--- src/rtl/ysyx_axi_rd_arbiter_if.sv ---
// AXI4 read-address / read-data channel bundle shared by the arbiter (master) and the memory side (slave).
interface ysyx_axi_rd_arbiter_if #(
  parameter int unsigned ADDR_W = 32
);
  logic [ADDR_W-1:0] araddr;
  logic              arvalid;
  logic              arready;
  logic [3:0]        arid;
  logic [2:0]        arsize;
  logic [7:0]        arlen;
  logic [1:0]        arburst;
  logic              rvalid;
  logic              rready;
  logic [63:0]       rdata;
  logic [1:0]        rresp;
  logic [3:0]        rid;
  logic              rlast;

  modport master (
    output araddr, arvalid, arid, arsize, arlen, arburst, rready,
    input  arready, rvalid, rdata, rresp, rid, rlast
  );

  modport slave (
    input  araddr, arvalid, arid, arsize, arlen, arburst, rready,
    output arready, rvalid, rdata, rresp, rid, rlast
  );
endinterface

--- src/rtl/ysyx_axi_rd_arbiter.sv ---
// Round-robin arbiter sharing one single-beat AXI4 read channel between IFU and LSU,
// with one transaction outstanding and an R-phase watchdog.
module ysyx_axi_rd_arbiter #(
  parameter int unsigned ADDR_W    = 32,
  parameter logic [3:0]  ID_IFU    = 4'd0,
  parameter logic [3:0]  ID_LSU    = 4'd1,
  parameter int unsigned TO_CYCLES = 1024
) (
  input  logic                  clk,
  input  logic                  rst,
  input  logic [ADDR_W-1:0]     ifu_araddr,
  input  logic                  ifu_arvalid,
  output logic [31:0]           ifu_rdata_o,
  output logic                  ifu_rvalid_o,
  output logic [1:0]            ifu_rresp_o,
  input  logic [ADDR_W-1:0]     lsu_araddr,
  input  logic                  lsu_arvalid,
  input  logic [7:0]            lsu_rstrb,
  output logic [31:0]           lsu_rdata_o,
  output logic                  lsu_rvalid_o,
  output logic [1:0]            lsu_rresp_o,
  ysyx_axi_rd_arbiter_if.master io_master,
  output logic                  busy_o
);

  localparam int unsigned      CNT_W    = (TO_CYCLES > 1) ? $clog2(TO_CYCLES) : 1;
  localparam logic [CNT_W-1:0] CNT_LAST = (TO_CYCLES > 0) ? CNT_W'(TO_CYCLES - 1) : '0;
  localparam logic [1:0]       SLVERR   = 2'b10;

  typedef enum logic [1:0] {S_IDLE, S_AR, S_R, S_RESP} state_e;

  function automatic logic [2:0] lsu_size(input logic [7:0] strb);
    case (strb)
      8'h01:   return 3'd0;
      8'h03:   return 3'd1;
      8'h0F:   return 3'd2;
      8'hFF:   return 3'd3;
      default: return 3'd2;
    endcase
  endfunction

  function automatic logic [31:0] ifu_lane(input logic [63:0] d, input logic hi);
    return hi ? d[63:32] : d[31:0];
  endfunction

  // Right-align the addressed bytes, then keep only the lanes the load asked for.
  function automatic logic [31:0] lsu_lane(input logic [63:0] d, input logic [2:0] off,
                                           input logic [7:0] strb);
    logic [63:0] sh;
    logic [31:0] m;
    sh = d >> {off, 3'b000};
    for (int i = 0; i < 4; i++) m[8*i +: 8] = {8{strb[i]}};
    return sh[31:0] & m;
  endfunction

  state_e            state_q, state_d;
  logic              last_g_q, last_g_d;
  logic              grant_q, grant_d;
  logic [ADDR_W-1:0] addr_q, addr_d;
  logic [7:0]        rstrb_q, rstrb_d;
  logic [3:0]        id_q, id_d;
  logic [2:0]        size_q, size_d;
  logic [CNT_W-1:0]  cnt_q, cnt_d;
  logic [31:0]       ifu_data_q, ifu_data_d, lsu_data_q, lsu_data_d;
  logic [1:0]        ifu_resp_q, ifu_resp_d, lsu_resp_q, lsu_resp_d;

  logic       gnt;
  logic       wd_expired;
  logic [1:0] beat_resp;

  assign gnt        = (ifu_arvalid && lsu_arvalid) ? ~last_g_q : lsu_arvalid;
  assign wd_expired = (TO_CYCLES != 0) && (cnt_q == CNT_LAST);
  assign beat_resp  = (io_master.rid != id_q) ? SLVERR : io_master.rresp;

  always_comb begin
    state_d    = state_q;
    last_g_d   = last_g_q;
    grant_d    = grant_q;
    addr_d     = addr_q;
    rstrb_d    = rstrb_q;
    id_d       = id_q;
    size_d     = size_q;
    cnt_d      = cnt_q;
    ifu_data_d = ifu_data_q;
    ifu_resp_d = ifu_resp_q;
    lsu_data_d = lsu_data_q;
    lsu_resp_d = lsu_resp_q;
    case (state_q)
      S_IDLE: begin
        if (ifu_arvalid || lsu_arvalid) begin
          grant_d = gnt;
          addr_d  = gnt ? lsu_araddr : ifu_araddr;
          rstrb_d = lsu_rstrb;
          id_d    = gnt ? ID_LSU : ID_IFU;
          size_d  = gnt ? lsu_size(lsu_rstrb) : 3'b010;
          state_d = S_AR;
        end
      end
      S_AR: begin
        if (io_master.arready) begin
          cnt_d   = '0;
          state_d = S_R;
        end
      end
      S_R: begin
        // A real last beat wins over a watchdog expiry landing in the same cycle.
        if (io_master.rvalid && io_master.rlast) begin
          if (grant_q) begin
            lsu_data_d = lsu_lane(io_master.rdata, addr_q[2:0], rstrb_q);
            lsu_resp_d = beat_resp;
          end else begin
            ifu_data_d = ifu_lane(io_master.rdata, addr_q[2]);
            ifu_resp_d = beat_resp;
          end
          state_d = S_RESP;
        end else if (wd_expired) begin
          if (grant_q) begin
            lsu_data_d = '0;
            lsu_resp_d = SLVERR;
          end else begin
            ifu_data_d = '0;
            ifu_resp_d = SLVERR;
          end
          state_d = S_RESP;
        end else begin
          cnt_d = cnt_q + 1'b1;
        end
      end
      S_RESP: begin
        last_g_d = grant_q;
        state_d  = S_IDLE;
      end
      default: state_d = S_IDLE;
    endcase
  end

  always_ff @(posedge clk) begin
    if (rst) begin
      state_q    <= S_IDLE;
      last_g_q   <= 1'b0;
      grant_q    <= 1'b0;
      addr_q     <= '0;
      rstrb_q    <= '0;
      id_q       <= '0;
      size_q     <= '0;
      cnt_q      <= '0;
      ifu_data_q <= '0;
      ifu_resp_q <= '0;
      lsu_data_q <= '0;
      lsu_resp_q <= '0;
    end else begin
      state_q    <= state_d;
      last_g_q   <= last_g_d;
      grant_q    <= grant_d;
      addr_q     <= addr_d;
      rstrb_q    <= rstrb_d;
      id_q       <= id_d;
      size_q     <= size_d;
      cnt_q      <= cnt_d;
      ifu_data_q <= ifu_data_d;
      ifu_resp_q <= ifu_resp_d;
      lsu_data_q <= lsu_data_d;
      lsu_resp_q <= lsu_resp_d;
    end
  end

  assign io_master.araddr  = addr_q;
  assign io_master.arvalid = (state_q == S_AR);
  assign io_master.arid    = id_q;
  assign io_master.arsize  = size_q;
  assign io_master.arlen   = 8'd0;
  assign io_master.arburst = 2'b01;
  assign io_master.rready  = (state_q == S_R);

  assign busy_o       = (state_q != S_IDLE);
  assign ifu_rvalid_o = (state_q == S_RESP) && !grant_q;
  assign lsu_rvalid_o = (state_q == S_RESP) && grant_q;
  assign ifu_rdata_o  = ifu_data_q;
  assign ifu_rresp_o  = ifu_resp_q;
  assign lsu_rdata_o  = lsu_data_q;
  assign lsu_rresp_o  = lsu_resp_q;

endmodule
--- src/flat_wrapper.sv ---
// flat-port wrapper written by rule: the top's interface ports become plain ports
module ysyx_axi_rd_arbiter_flat 
#(
  parameter int unsigned ADDR_W    = 32,
  parameter logic [3:0]  ID_IFU    = 4'd0,
  parameter logic [3:0]  ID_LSU    = 4'd1,
  parameter int unsigned TO_CYCLES = 1024
)
  (clk, rst, ifu_araddr, ifu_arvalid, ifu_rdata_o, ifu_rvalid_o, ifu_rresp_o, lsu_araddr, lsu_arvalid, lsu_rstrb, lsu_rdata_o, lsu_rvalid_o, lsu_rresp_o, busy_o, io_master_araddr, io_master_arvalid, io_master_arid, io_master_arsize, io_master_arlen, io_master_arburst, io_master_rready, io_master_arready, io_master_rvalid, io_master_rdata, io_master_rresp, io_master_rid, io_master_rlast);
  ysyx_axi_rd_arbiter_if #(.ADDR_W(ADDR_W)) io_master_i ();
  input  logic clk;
  input  logic rst;
  input  logic [ADDR_W-1:0] ifu_araddr;
  input  logic ifu_arvalid;
  output logic [31:0] ifu_rdata_o;
  output logic ifu_rvalid_o;
  output logic [1:0] ifu_rresp_o;
  input  logic [ADDR_W-1:0] lsu_araddr;
  input  logic lsu_arvalid;
  input  logic [7:0] lsu_rstrb;
  output logic [31:0] lsu_rdata_o;
  output logic lsu_rvalid_o;
  output logic [1:0] lsu_rresp_o;
  output logic busy_o;
  output wire logic [$bits(io_master_i.araddr)-1:0] io_master_araddr;
  output wire logic [$bits(io_master_i.arvalid)-1:0] io_master_arvalid;
  output wire logic [$bits(io_master_i.arid)-1:0] io_master_arid;
  output wire logic [$bits(io_master_i.arsize)-1:0] io_master_arsize;
  output wire logic [$bits(io_master_i.arlen)-1:0] io_master_arlen;
  output wire logic [$bits(io_master_i.arburst)-1:0] io_master_arburst;
  output wire logic [$bits(io_master_i.rready)-1:0] io_master_rready;
  input wire logic [$bits(io_master_i.arready)-1:0] io_master_arready;
  input wire logic [$bits(io_master_i.rvalid)-1:0] io_master_rvalid;
  input wire logic [$bits(io_master_i.rdata)-1:0] io_master_rdata;
  input wire logic [$bits(io_master_i.rresp)-1:0] io_master_rresp;
  input wire logic [$bits(io_master_i.rid)-1:0] io_master_rid;
  input wire logic [$bits(io_master_i.rlast)-1:0] io_master_rlast;
  assign io_master_araddr = io_master_i.araddr;
  assign io_master_arvalid = io_master_i.arvalid;
  assign io_master_arid = io_master_i.arid;
  assign io_master_arsize = io_master_i.arsize;
  assign io_master_arlen = io_master_i.arlen;
  assign io_master_arburst = io_master_i.arburst;
  assign io_master_rready = io_master_i.rready;
  assign io_master_i.arready = io_master_arready;
  assign io_master_i.rvalid = io_master_rvalid;
  assign io_master_i.rdata = io_master_rdata;
  assign io_master_i.rresp = io_master_rresp;
  assign io_master_i.rid = io_master_rid;
  assign io_master_i.rlast = io_master_rlast;
  ysyx_axi_rd_arbiter #(.ADDR_W(ADDR_W), .ID_IFU(ID_IFU), .ID_LSU(ID_LSU), .TO_CYCLES(TO_CYCLES)) u_core (.clk(clk), .rst(rst), .ifu_araddr(ifu_araddr), .ifu_arvalid(ifu_arvalid), .ifu_rdata_o(ifu_rdata_o), .ifu_rvalid_o(ifu_rvalid_o), .ifu_rresp_o(ifu_rresp_o), .lsu_araddr(lsu_araddr), .lsu_arvalid(lsu_arvalid), .lsu_rstrb(lsu_rstrb), .lsu_rdata_o(lsu_rdata_o), .lsu_rvalid_o(lsu_rvalid_o), .lsu_rresp_o(lsu_rresp_o), .io_master(io_master_i), .busy_o(busy_o));
endmodule
--- config.mk ---
export PLATFORM = sky130hd
export DESIGN_NAME = ysyx_axi_rd_arbiter_flat
export DESIGN_NICKNAME = d
export VERILOG_FILES = /design/src/rtl/ysyx_axi_rd_arbiter_if.sv /design/src/rtl/ysyx_axi_rd_arbiter.sv /design/src/flat_wrapper.sv
export SDC_FILE = /design/constraint.sdc
export NUM_CORES = 1
export LEC_CHECK = 0
export ABC_AREA = 0
export BUFFER_PORTS_ARGS = -buffer_cell sky130_fd_sc_hd__buf_2
export CAP_MARGIN = 25
export CORE_ASPECT_RATIO = 1.4
export CORE_MARGIN = 3
export CORE_UTILIZATION = 35
export CTS_BUF_LIST = sky130_fd_sc_hd__clkbuf_4 sky130_fd_sc_hd__clkbuf_8 sky130_fd_sc_hd__clkbuf_16
export DETAILED_ROUTE_END_ITERATION = 8
export GPL_TIMING_DRIVEN = 0
export PLACE_DENSITY = 0.64
export SYNTH_ARGS = -nofsm -noshare
export SYNTH_HDL_FRONTEND = slang
export SYNTH_SLANG_ARGS = --single-unit
--- constraint.sdc ---
create_clock -name clk -period 4.4 [get_ports clk]
set_input_delay 0.44 -clock clk [delete_from_list [all_inputs] [get_ports clk]]
set_output_delay 0.44 -clock clk [all_outputs]
set_load 0.05 [all_outputs]
==> flow_summary_export.csv <==
group,metric,value,unit
status,status,"completed",
placement,gp_congestion,0.9658,
route,drt-vias-per-instance,5.447,
floorplanning,floorplan.io_pins,271,
synthesis,avgSynthCellArea,9.323,um^2
critical_path,timing.critical_path.arrival,2.77,ns
pwr,p_leak,3.845,nW
route,detail_route.drc_violations,0,
critical_path,path_buf_inv,3,
clock_network,clkLatencyLatePin,0.43,ns
layout,layout.core_utilization,47.65,%
sta,final_period_util,55.04,%
synthesis,multiplexer_share_of_the_synthesized_area,20.39,%
synthesis,post_synth_inst_count,716,
critical_path,crit_path_cell_trace,"inv_1 > ha_1 > buf_2 > a31oi_1 > clkbuf_1 > o2bb2ai_1",
sta,timing.clock.skew,0.008676,ns
critical_path,reg2regPathDepth,6,
synthesis,synth_top_area_share,35.99,%
grt,via_count_of_the_first_global_routing_pass,6707,
synthesis,synth_top_family_by_area,"compound AO/OA/AOI/OAI gates",
synthesis,yosys.cell_types.count,54,
clock_network,clk_transition_reported_paths,0.06,ns
pwr,vdd_drop_max,278.4,uV
critical_path,crit_path_start_kind,"register",
critical_path,worst_setup_path_end_kind,"register",
route,wirelength,25.28,mm
synthesis,synth_xor_xnor_area_share,0.1312,%
layout,post_route_cells_drive_above_1_share,37.80,%
route,final_antenna_net_count,0,
route,route.detailed.wl_per_inst,20.07,um
critical_path,worst_path_max_delay_cell,"sky130_fd_sc_hd__a31oi_1",
synthesis,ys_ff_latch,120,
critical_path,origin_of_the_critical_flop_to_flop_path,"u_core.state_q[0]",
sta,finalSetupTns,0,ns
critical_path,r2r_slack,1.98,ns
synthesis,postSynth.asyncResetShare,0,%
sta,report.final.setup_viol,0,
grt,global_route.overflow_total,0,
synthesis,synth_seq_area_share,35.99,%
clock_network,cts_tree,"yes",
synthesis,synth-adder-area-share,0.9372,%
critical_path,worst-endpoint-required,4.75,ns
synthesis,synth_flop_cell,"sky130_fd_sc_hd__dfxtp_1",
floorplanning,floorplan.die_area,0.02079,mm^2
grt,grt_pass1_wl,37.36,mm
clock_network,maximum_root_to_sink_buffer_count,2,
synthesis,synth.cell_area,0.006675,mm^2
sta,timing_hold_violations_final,0,
min_path,holdPathEnd,"u_core.rstrb_q[0]",
route,dr.pass1.iters,7,
pwr,power_density,568.0,mW/mm^2
synthesis,complex_gate_fraction_of_the_synthesized_area,23.60,%
synthesis,synth_common_cells,"120 x sky130_fd_sc_hd__dfxtp_1, 73 x sky130_fd_sc_hd__mux2i_1, 51 x sky130_fd_sc_hd__nor2_1",
grt,antenna_found_initial,0,
placement,port_buffers,256,
min_path,worst_hold_path_type,"primary input to register",
synthesis,synth.top_cells.by_area,"sky130_fd_sc_hd__dfxtp_1 36%, sky130_fd_sc_hd__mux2i_1 11%, sky130_fd_sc_hd__mux2_2 6.7%",
clock_network,cts-buffers-inserted,17,
grt,grt_max_degree,17,
critical_path,cp_max_fo,10,
critical_path,timing_worst_setup_path_type,"register to register",
synthesis,synth_largest_area_cell,"sky130_fd_sc_hd__dfxtp_1",
sta,final_max_slew_viol_count,0,
synthesis,synth_edf_count,0,
sta,grt_setup_unrepaired,"false",
critical_path,crit_path_max_incr_delay,0.75,ns
sta,tightest_slew,0.9001,ns
floorplanning,fp.dieW,122.7,um
sta,finalCriticalPeriod,2.422,ns
critical_path,cpLargestDelayFamily,"compound AO/OA/AOI/OAI gates",
clock_network,clock-root-buffer,"sky130_fd_sc_hd__clkbuf_16",
clock_network,cts_setup_buffers,0,
layout,antenna_cells,0,
floorplanning,die_h,169.4,um
floorplanning,core_region_area,0.01868,mm^2
synthesis,synth-simple-area-share,11.73,%
run,max_cap_viol_count,0,
route,detail_route.iter0.violations,550,
clock_network,cts_hold_repair.buffers,0,
synthesis,yosys.cell_count.top_type,"sky130_fd_sc_hd__dfxtp_1",
layout,layout.filler_cells,1887,
placement,dp_hpwl,20.36,mm
layout,final_net_count,1157,
floorplanning,initial_utilization,35.74,%
min_path,hold_path.startpoint,"lsu_rstrb[0]",
floorplanning,core.rowCount,59,
critical_path,cp.depth,6,
sta,fmaxAchievable,412.9,MHz
min_path,hold-path-cell-count,3,
grt,grt_usage,23.54,%
clock_network,clkSinkCount,120,
critical_path,regToRegEndpoint,"u_core.lsu_rdata_o[25]",
route,vias,6863,
clock_network,cts_repair_resize_count,0,
sta,worst_slew_margin_rel,39.71,%
synthesis,synth_warnings,0,
clock_network,clock_tree.htree_level_count,4,
layout,layout-area-overhead-vs-synth,33.31,%
## metal layers
metal / vias to the layer above / part of all wire (%) / track usage [%] / wire length, um
met1: 3145 / 37 / 26.00 / 9373
li1: 3285 / - / - / -
met5: - / 0 / 0 / 0
met3: 70 / 8.4 / 6.269 / 2112
met2: 363 / 49 / 40.30 / 12350
met4: 0 / 5.7 / 13.45 / 1448
## flip-flops by register name (all words and copies together), names as in the netlist
name                     count
u_core.last_g_q              1
u_core.ifu_rdata_o          32
u_core.cnt_q                10
u_core.lsu_rdata_o          32
u_core.io_master.arsize      2
u_core.lsu_rresp_o           2
u_core.io_master.arid        1
u_core.state_q               2
u_core.ifu_rresp_o           2
u_core.rstrb_q               4
u_core.io_master.araddr     32
## layout make-up
class / count / area, um^2 / area share, %
plain buffers: 87 / 436.7 / 4.907
clock buffers: 19 / 446.7 / 5.020
clock inverters: 13 / 145.1 / 1.631
inverters: 10 / 37.54 / 0.4218
multi-input cells: 511 / 3844 / 43.19
flip-flops and latches: 120 / 2402 / 27.00
well taps: 244 / 305.3 / 3.431
repair buffers: 256 / 1281 / 14.40
## cells by family after synthesis
kind of cell	after synthesis
fa+ha+maj	5
xor+xnor	1
compound gates	214
buf+inv	97
flops	120
other cells	2
mux	121
simple gates	156
## stage by stage
stage	worst slack, ns	instances	power [mW]	hold slack, ns	area, um^2
final	1.978	1260	5.054	0.2632	8899
after global placement	2.057	1228	3.640	0.4431	8307
after floorplan	2.420	728	3.025	0.4317	6720
after global routing	1.807	1260	5.272	0.2804	8899
after detailed placement	2.008	1228	3.657	0.4413	8307
after CTS	1.998	1260	5.062	0.2517	8899
## cell usage in the layout (no fill, tap or decap), drive strengths merged, types with 12 or more instances in the layout
cell type	count
buf	304
a211oi	33
nor2	51
clkbuf	58
o31ai	36
mux2	40
o21ai	12
nand2	29
a21oi	41
dfxtp	120
nand4	37
a22o	16
conb	14
o2bb2ai	19
inv	14
mux2i	73
## worst register-to-register path: stages (launching register included)
cell and delay (ns):
sky130_fd_sc_hd__dfxtp_1 0.38, sky130_fd_sc_hd__inv_1 0.08, sky130_fd_sc_hd__ha_1 0.25, sky130_fd_sc_hd__buf_2 0.22, sky130_fd_sc_hd__a31oi_1 0.76, sky130_fd_sc_hd__clkbuf_1 0.48
sky130_fd_sc_hd__o2bb2ai_1 0.17
## worst max-delay path by stage
stage | start | end
2_1_floorplan | u_core.state_q[0] | u_core.lsu_rdata_o[10]
3_3_place_gp | u_core.state_q[0] | u_core.lsu_rdata_o[24]
3_5_place_dp | u_core.state_q[0] | u_core.lsu_rdata_o[27]
4_1_cts | u_core.state_q[0] | u_core.lsu_rdata_o[30]
5_1_grt | u_core.state_q[0] | u_core.lsu_rdata_o[29]
6_report | u_core.state_q[0] | u_core.lsu_rdata_o[25]
## power by group
group / leakage, nW / total [mW] / internal (mW) / switching, mW
clock network: 0.272 / 1.40 / 0.859 / 0.541
registers: 0.977 / 1.33 / 1.24 / 0.0902
logic: 2.60 / 2.33 / 0.757 / 1.57
Note: power is estimated with default switching activity, not from simulation.
